--- src/rtl/sdram_port_arbiter.sv ---
// Two-port Avalon-MM arbiter in front of one SDRAM controller.
// Round-robin grant between m0 and m1, commands routed combinationally in
// the granted state. An order FIFO of port ids steers in-order read
// responses back to the requester that issued each read.
//
// Handshake: a transfer is accepted in the cycle where the command strobe
// (read or write) is high and waitrequest is low; the requester holds
// address/data/strobes stable while its waitrequest is high. Read data is
// valid only in a cycle where readdatavalid is high.
module sdram_port_arbiter #(
    parameter int ADDR_W   = 25,
    parameter int DATA_W   = 16,
    parameter int MAX_PEND = 4
) (
    input  logic                        clk_clk,
    input  logic                        reset_reset,
    // requester 0
    input  logic [ADDR_W-1:0]           m0_address,
    input  logic                        m0_read,
    input  logic                        m0_write,
    input  logic [DATA_W-1:0]           m0_writedata,
    input  logic [DATA_W/8-1:0]         m0_byteenable,
    output logic                        m0_waitrequest,
    output logic [DATA_W-1:0]           m0_readdata,
    output logic                        m0_readdatavalid,
    // requester 1
    input  logic [ADDR_W-1:0]           m1_address,
    input  logic                        m1_read,
    input  logic                        m1_write,
    input  logic [DATA_W-1:0]           m1_writedata,
    input  logic [DATA_W/8-1:0]         m1_byteenable,
    output logic                        m1_waitrequest,
    output logic [DATA_W-1:0]           m1_readdata,
    output logic                        m1_readdatavalid,
    // SDRAM controller side
    output logic [ADDR_W-1:0]           s_address,
    output logic [DATA_W-1:0]           s_writedata,
    output logic [DATA_W/8-1:0]         s_byteenable,
    output logic                        s_read,
    output logic                        s_write,
    input  logic                        s_waitrequest,
    input  logic [DATA_W-1:0]           s_readdata,
    input  logic                        s_readdatavalid,
    // status / debug
    output logic                        rd_err,
    output logic [1:0]                  dbg_state_o,
    output logic [$clog2(MAX_PEND):0]   dbg_pend_cnt_o
);

    localparam int PTR_W = $clog2(MAX_PEND);
    localparam int CNT_W = PTR_W + 1;

    typedef enum logic [1:0] {
        ST_IDLE = 2'd0,
        ST_GNT0 = 2'd1,
        ST_GNT1 = 2'd2
    } state_t;

    state_t               state_q;
    logic                 rr_ptr_q;
    logic [MAX_PEND-1:0]  tag_q;
    logic [PTR_W-1:0]     wr_ptr_q;
    logic [PTR_W-1:0]     rd_ptr_q;
    logic [CNT_W-1:0]     pend_cnt_q;
    logic [CNT_W-1:0]     pend_cnt_d;
    logic                 rd_err_q;

    logic full;
    logic empty;
    logic elig0;
    logic elig1;
    logic accept;
    logic push;
    logic pop;
    logic head_port;

    assign full   = (pend_cnt_q == CNT_W'(MAX_PEND));
    assign empty  = (pend_cnt_q == '0);
    // A write is always eligible; a read only while the order FIFO has room.
    assign elig0  = m0_write | (m0_read & ~full);
    assign elig1  = m1_write | (m1_read & ~full);

    assign accept    = (s_read | s_write) & ~s_waitrequest;
    assign push      = accept & s_read;
    assign pop       = s_readdatavalid & ~empty;
    assign head_port = tag_q[rd_ptr_q];

    // Command mux: the granted port drives the controller, everyone else stalls.
    // A read held while the FIFO is full is masked and stalled until room frees.
    always_comb begin
        s_address      = '0;
        s_writedata    = '0;
        s_byteenable   = '0;
        s_read         = 1'b0;
        s_write        = 1'b0;
        m0_waitrequest = 1'b1;
        m1_waitrequest = 1'b1;
        case (state_q)
            ST_GNT0: begin
                s_address      = m0_address;
                s_writedata    = m0_writedata;
                s_byteenable   = m0_byteenable;
                s_read         = m0_read & ~full;
                s_write        = m0_write;
                m0_waitrequest = s_waitrequest | (m0_read & full);
            end
            ST_GNT1: begin
                s_address      = m1_address;
                s_writedata    = m1_writedata;
                s_byteenable   = m1_byteenable;
                s_read         = m1_read & ~full;
                s_write        = m1_write;
                m1_waitrequest = s_waitrequest | (m1_read & full);
            end
            default: ;
        endcase
    end

    // Response steering: the FIFO head names the port owning this beat.
    assign m0_readdata      = s_readdata;
    assign m1_readdata      = s_readdata;
    assign m0_readdatavalid = pop & ~head_port;
    assign m1_readdatavalid = pop &  head_port;

    // Arbiter FSM: round-robin pointer flips on every accepted transfer.
    always_ff @(posedge clk_clk or posedge reset_reset) begin
        if (reset_reset) begin
            state_q  <= ST_IDLE;
            rr_ptr_q <= 1'b0;
        end else begin
            case (state_q)
                ST_IDLE: begin
                    if (elig0 && elig1) begin
                        state_q <= rr_ptr_q ? ST_GNT1 : ST_GNT0;
                    end else if (elig0) begin
                        state_q <= ST_GNT0;
                    end else if (elig1) begin
                        state_q <= ST_GNT1;
                    end
                end
                ST_GNT0: begin
                    if (accept) begin
                        rr_ptr_q <= 1'b1;
                        if (elig1) begin
                            state_q <= ST_GNT1;
                        end else if (!elig0) begin
                            state_q <= ST_IDLE;
                        end
                    end else if (!(m0_read || m0_write)) begin
                        state_q <= ST_IDLE;
                    end
                end
                ST_GNT1: begin
                    if (accept) begin
                        rr_ptr_q <= 1'b0;
                        if (elig0) begin
                            state_q <= ST_GNT0;
                        end else if (!elig1) begin
                            state_q <= ST_IDLE;
                        end
                    end else if (!(m1_read || m1_write)) begin
                        state_q <= ST_IDLE;
                    end
                end
                default: state_q <= ST_IDLE;
            endcase
        end
    end

    // Outstanding-read count: simultaneous push and pop cancel out.
    always_comb begin
        pend_cnt_d = pend_cnt_q;
        case ({push, pop})
            2'b10:   pend_cnt_d = pend_cnt_q + CNT_W'(1);
            2'b01:   pend_cnt_d = pend_cnt_q - CNT_W'(1);
            default: pend_cnt_d = pend_cnt_q;
        endcase
    end

    // Order FIFO of port ids; pointers wrap naturally at MAX_PEND.
    always_ff @(posedge clk_clk or posedge reset_reset) begin
        if (reset_reset) begin
            tag_q      <= '0;
            wr_ptr_q   <= '0;
            rd_ptr_q   <= '0;
            pend_cnt_q <= '0;
        end else begin
            if (push) begin
                tag_q[wr_ptr_q] <= (state_q == ST_GNT1);
                wr_ptr_q        <= wr_ptr_q + PTR_W'(1);
            end
            if (pop) begin
                rd_ptr_q <= rd_ptr_q + PTR_W'(1);
            end
            pend_cnt_q <= pend_cnt_d;
        end
    end

    // Sticky flag for a response beat that no issued read accounts for.
    always_ff @(posedge clk_clk or posedge reset_reset) begin
        if (reset_reset) begin
            rd_err_q <= 1'b0;
        end else if (s_readdatavalid && empty) begin
            rd_err_q <= 1'b1;
        end
    end

    assign rd_err         = rd_err_q;
    assign dbg_state_o    = state_q;
    assign dbg_pend_cnt_o = pend_cnt_q;

endmodule

--- config.mk ---
export PLATFORM = sky130hd
export DESIGN_NAME = sdram_port_arbiter
export DESIGN_NICKNAME = d
export VERILOG_FILES = /design/src/rtl/sdram_port_arbiter.sv
export SDC_FILE = /design/constraint.sdc
export NUM_CORES = 1
export LEC_CHECK = 0
export ABC_AREA = 1
export BUFFER_PORTS_ARGS = -buffer_cell sky130_fd_sc_hd__buf_2
export CORE_ASPECT_RATIO = 1.25
export CORE_MARGIN = 2
export CORE_UTILIZATION = 36
export DETAILED_ROUTE_END_ITERATION = 10
export PLACE_DENSITY = 0.93
export SYNTH_ARGS = -nofsm -noshare
export SYNTH_HDL_FRONTEND = slang
export SYNTH_SLANG_ARGS = --single-unit
--- constraint.sdc ---
create_clock -name clk_clk -period 3.18 [get_ports clk_clk]
set_input_delay 0.318 -clock clk_clk [delete_from_list [all_inputs] [get_ports clk_clk]]
set_output_delay 0.318 -clock clk_clk [all_outputs]
set_load 0.01 [all_outputs]
==> key figures <==
Routing
  • Routed WL: 6786 um
  • Vias per cell: 4.889
  • Vias: 2342
  • DRC Markers: 0
  • 1st-pass router iterations: 4
  • Post-route ant nets: 0
  • Post-DR wirelength/cell: 14.17 um
  • Initial drt markers: 131

Critical path
  • Crit path arrival time: 2.27 ns
  • Worst setup path end: s_address[14]
  • Worst path required time: 2.86 ns
  • Reg2reg path depth: 9
  • Critical path buffers and inverters: 4
  • R2R Path End: dbg_pend_cnt_o[1]
  • CP endpoint kind: primary output
  • Worst Setup SP: dbg_state_o[0]
  • Critical R2R Launch: dbg_state_o[0]
  • Worst-path fanout max: 21
  • Nature of the critical path startpoint: flip-flop
  • CP max stage delay: 0.44 ns
  • Critical path's slowest cell: clkinv_1
  • Setup Crit Path Kind: reg -> out
  • Reg2Reg Setup Slack: 0.85 ns
  • Family with the most delay on the worst path: buffers and inverters
  • Stages on the worst setup path: 6
  • Crit-path cells: inv_1 -> ha_1 -> clkinv_1 -> buf_4 -> a21oi_1 -> buf_2

STA
  • Setup_tns: 0 ns
  • Clk_skew: 0.003698 ns
  • Worst-margin pin slew: 0.5673 ns
  • Highest clock rate: 0.3868 GHz
  • Tmin final: 2.585 ns
  • Final setup fails: 0
  • Final hold vios: 0
  • Slew HR: 62.14%
  • Period utilization: 81.30%
  • Max Slew Vio Count: 0
  • Unrepaired setup endpoints after global routing: false
  • Fin Hold WS: 0.1118 ns

Worst hold path
  • Hold Crit Class: in -> async

Job
  • Max Cap Viol: 0

Floorplanning
  • Initial Util: 37.74%
  • # rows: 29
  • Die height: 86.17 um
  • DIE WIDTH: 69.73 um
  • # IOs: 197
  • DIE AREA: 0.006008 sq mm
  • Core Area: 0.005152 sq mm

Run status
  • Run status: completed

Yosys
  • Mapped Cells: 308
  • Post-synth net total: 428
  • Dominant cells by area after synthesis: nand2_1, dfrtp_1, buf_4
  • Synthesized area per cell: 6.313 sq um
  • Synth cell types: 28
  • Cell area after synthesis: 0.001944 sq mm
  • Syn. warnings: 0
  • Leading area contributor after synthesis: nand2_1
  • Sequential cell area fraction in the yosys report: 19.31%
  • Post-synth top area share: 22.39%
  • Yosys reg bits: 15

GRT
  • GRT overflow: 0
  • Number of global-route vias before repair: 2134
  • Initial antenna violation count: 0
  • Total GRT Usage: 21.55%
  • First-pass GRT wire length: 10360 um
  • Largest net degree at the start of global routing: 47

Clock network
  • Clock latency at the later pin of the worst-skew pair: 0.25 ns
  • Clock buffer depth: 2
  • # Post-CTS Setup Buffers: 0
  • Clock root buffer: clkbuf_8
  • H-tree levels: 1
  • Post-CTS Resized: 0
  • Clock Sink Count: 15
  • TritonCTS clock tree: built
  • CTS Hold Bufs: 0
  • Total CTS buffers: 3
  • Clk pin slew, worst setup/hold paths: 0.06 ns

Power and ir drop
  • Cell Int Power: 875.1 uW
  • Share of power burned in registers: 19.1%
  • Total power density per cell area: 769.1 mW/mm^2
  • Leak Pwr: 1.411 nW
  • Gate power share: 73.0%
  • Max VDD drop: 0.3228 mV
  • Sw power: 1.069 mW
  • Sw Share: 54.99%
  • Clock power share: 7.9%

Final layout
  • Area growth syn-to-layout: 29.99%
  • Final net count: 538
  • # fillers: 519
  • Share of cells above drive strength 1: 42.93%
  • Storage cell area: 375.4 sq um
  • Ant diodes: 0
  • Multi-input gate area: 0.001161 sq mm

Place
  • # port buffers: 148
  • Gpl congestion: 0.8856
  • DP HPWL: 5650 um
==> state kept, by name (all words and copies together) (netlist names) <==
| register | flops |
|---|---|
| rr_ptr_q | 1 |
| rd_ptr_q | 2 |
| dbg_pend_cnt_o | 3 |
| tag_q | 4 |
| rd_err | 1 |
| wr_ptr_q | 2 |
| dbg_state_o | 2 |
==> cells by family after synthesis <==
logic type / Yosys count / synth area share [%]
AOI/OAI and AO/OA: 62 / 17.37
xor gates and xnor gates: 4 / 1.802
adders and majority gates: 10 / 6.821
buffers and inverters: 73 / 21.24
DFF: 15 / 19.31
and+or+nand+nor: 144 / 33.46
==> worst register-to-register path, stage by stage, from the launching register on <==
cell,delay [ns]
dfrtp_1,0.41
inv_1,0.09
ha_1,0.38
nand3_4,0.13
nor2_4,0.27
inv_1,0.09
ha_1,0.20
inv_1,0.10
fa_1,0.42
o21ai_0,0.17
==> metal layers <==
layer / GRT usage (%) / share of wire [%] / vias to the layer above
met4: 5.070 / 1.6 / 0
met1: 26.24 / 41 / 1051
met5: 0 / 0 / -
li1: - / - / 1154
met2: 36.63 / 46 / 122
met3: 7.638 / 11 / 15
==> layout make-up <==
| type | instances | area share, % |
|---|---|---|
| multi-input combinational | 220 | 45.94 |
| timing repair buffer | 152 | 30.50 |
| clock buffer | 4 | 1.782 |
| sequential | 15 | 14.85 |
| tap | 62 | 3.069 |
| inverter | 26 | 3.861 |
==> how the worst min path moves through the flow <==
stage	from	to	slack, ns
global route	reset_reset	rd_err	0.17
detailed placement	reset_reset	dbg_pend_cnt_o[2]	0.40
CTS	reset_reset	rd_err	0.13
finish	reset_reset	rd_err	0.11
global placement	reset_reset	rd_err	0.38
floorplan	reset_reset	dbg_pend_cnt_o[0]	0.22
==> power groups by stage <==
| stage | registers, mW | logic [mW] | clock network, mW |
|---|---|---|---|
| detailed placement | 0.374 | 1.42 | 0 |
| CTS | 0.372 | 1.43 | 0.159 |
| global placement | 0.366 | 1.37 | 0 |
| floorplan | 0.371 | 0.979 | 0 |
| finish | 0.372 | 1.42 | 0.154 |
| global route | 0.383 | 1.58 | 0.165 |
==> placed cells by master, fill, tap and decap left out, types with 5 or more instances in the layout <==
master / synthesis / layout
nand2_1: 116 / 116
dfrtp_1: 15 / 15
a21oi_1: 48 / 48
nand2_4: 6 / 6
buf_2: 0 / 148
nand2_2: 5 / 5
nor2_1: 7 / 7
ha_1: 9 / 7
inv_1: 25 / 25
==> synthesized netlist by cell type <==
cell type  count
nand2_1      116
a21oi_1       48
buf_4         33
inv_1         25
dfrtp_1       15
clkbuf_1      12
ha_1           9
nor2_1         7
nand2_4        6
nand2_2        5
a31oi_1        4
o21ai_0        4
a21oi_2        3
xor2_1         3
buf_6          2
nand3_1        2
nand3_2        2
nor2_4         2
a31o_2         1
a32oi_1        1
clkinv_1       1
fa_1           1
nand3_4        1
nand3b_1       1
nand4_1        1
nor2_2         1
o21ai_2        1
xnor2_1        1
==> through the flow <==
stage | setup WS, ns | area [sq um] | cells | util (%) | power [mW]
floorplan | 0.8698 | 1944 | 308 | - | 1.350
detailed placement | 0.8636 | 2482 | 475 | 48.18 | 1.799
finish | 0.5946 | 2527 | 479 | 49.05 | 1.944
global placement | 0.9506 | 2482 | 475 | 48.18 | 1.739
CTS | 0.5949 | 2527 | 479 | 49.05 | 1.962
global route | 0.4012 | 2527 | 479 | 49.05 | 2.129
Power figures use the tool's default switching activity.
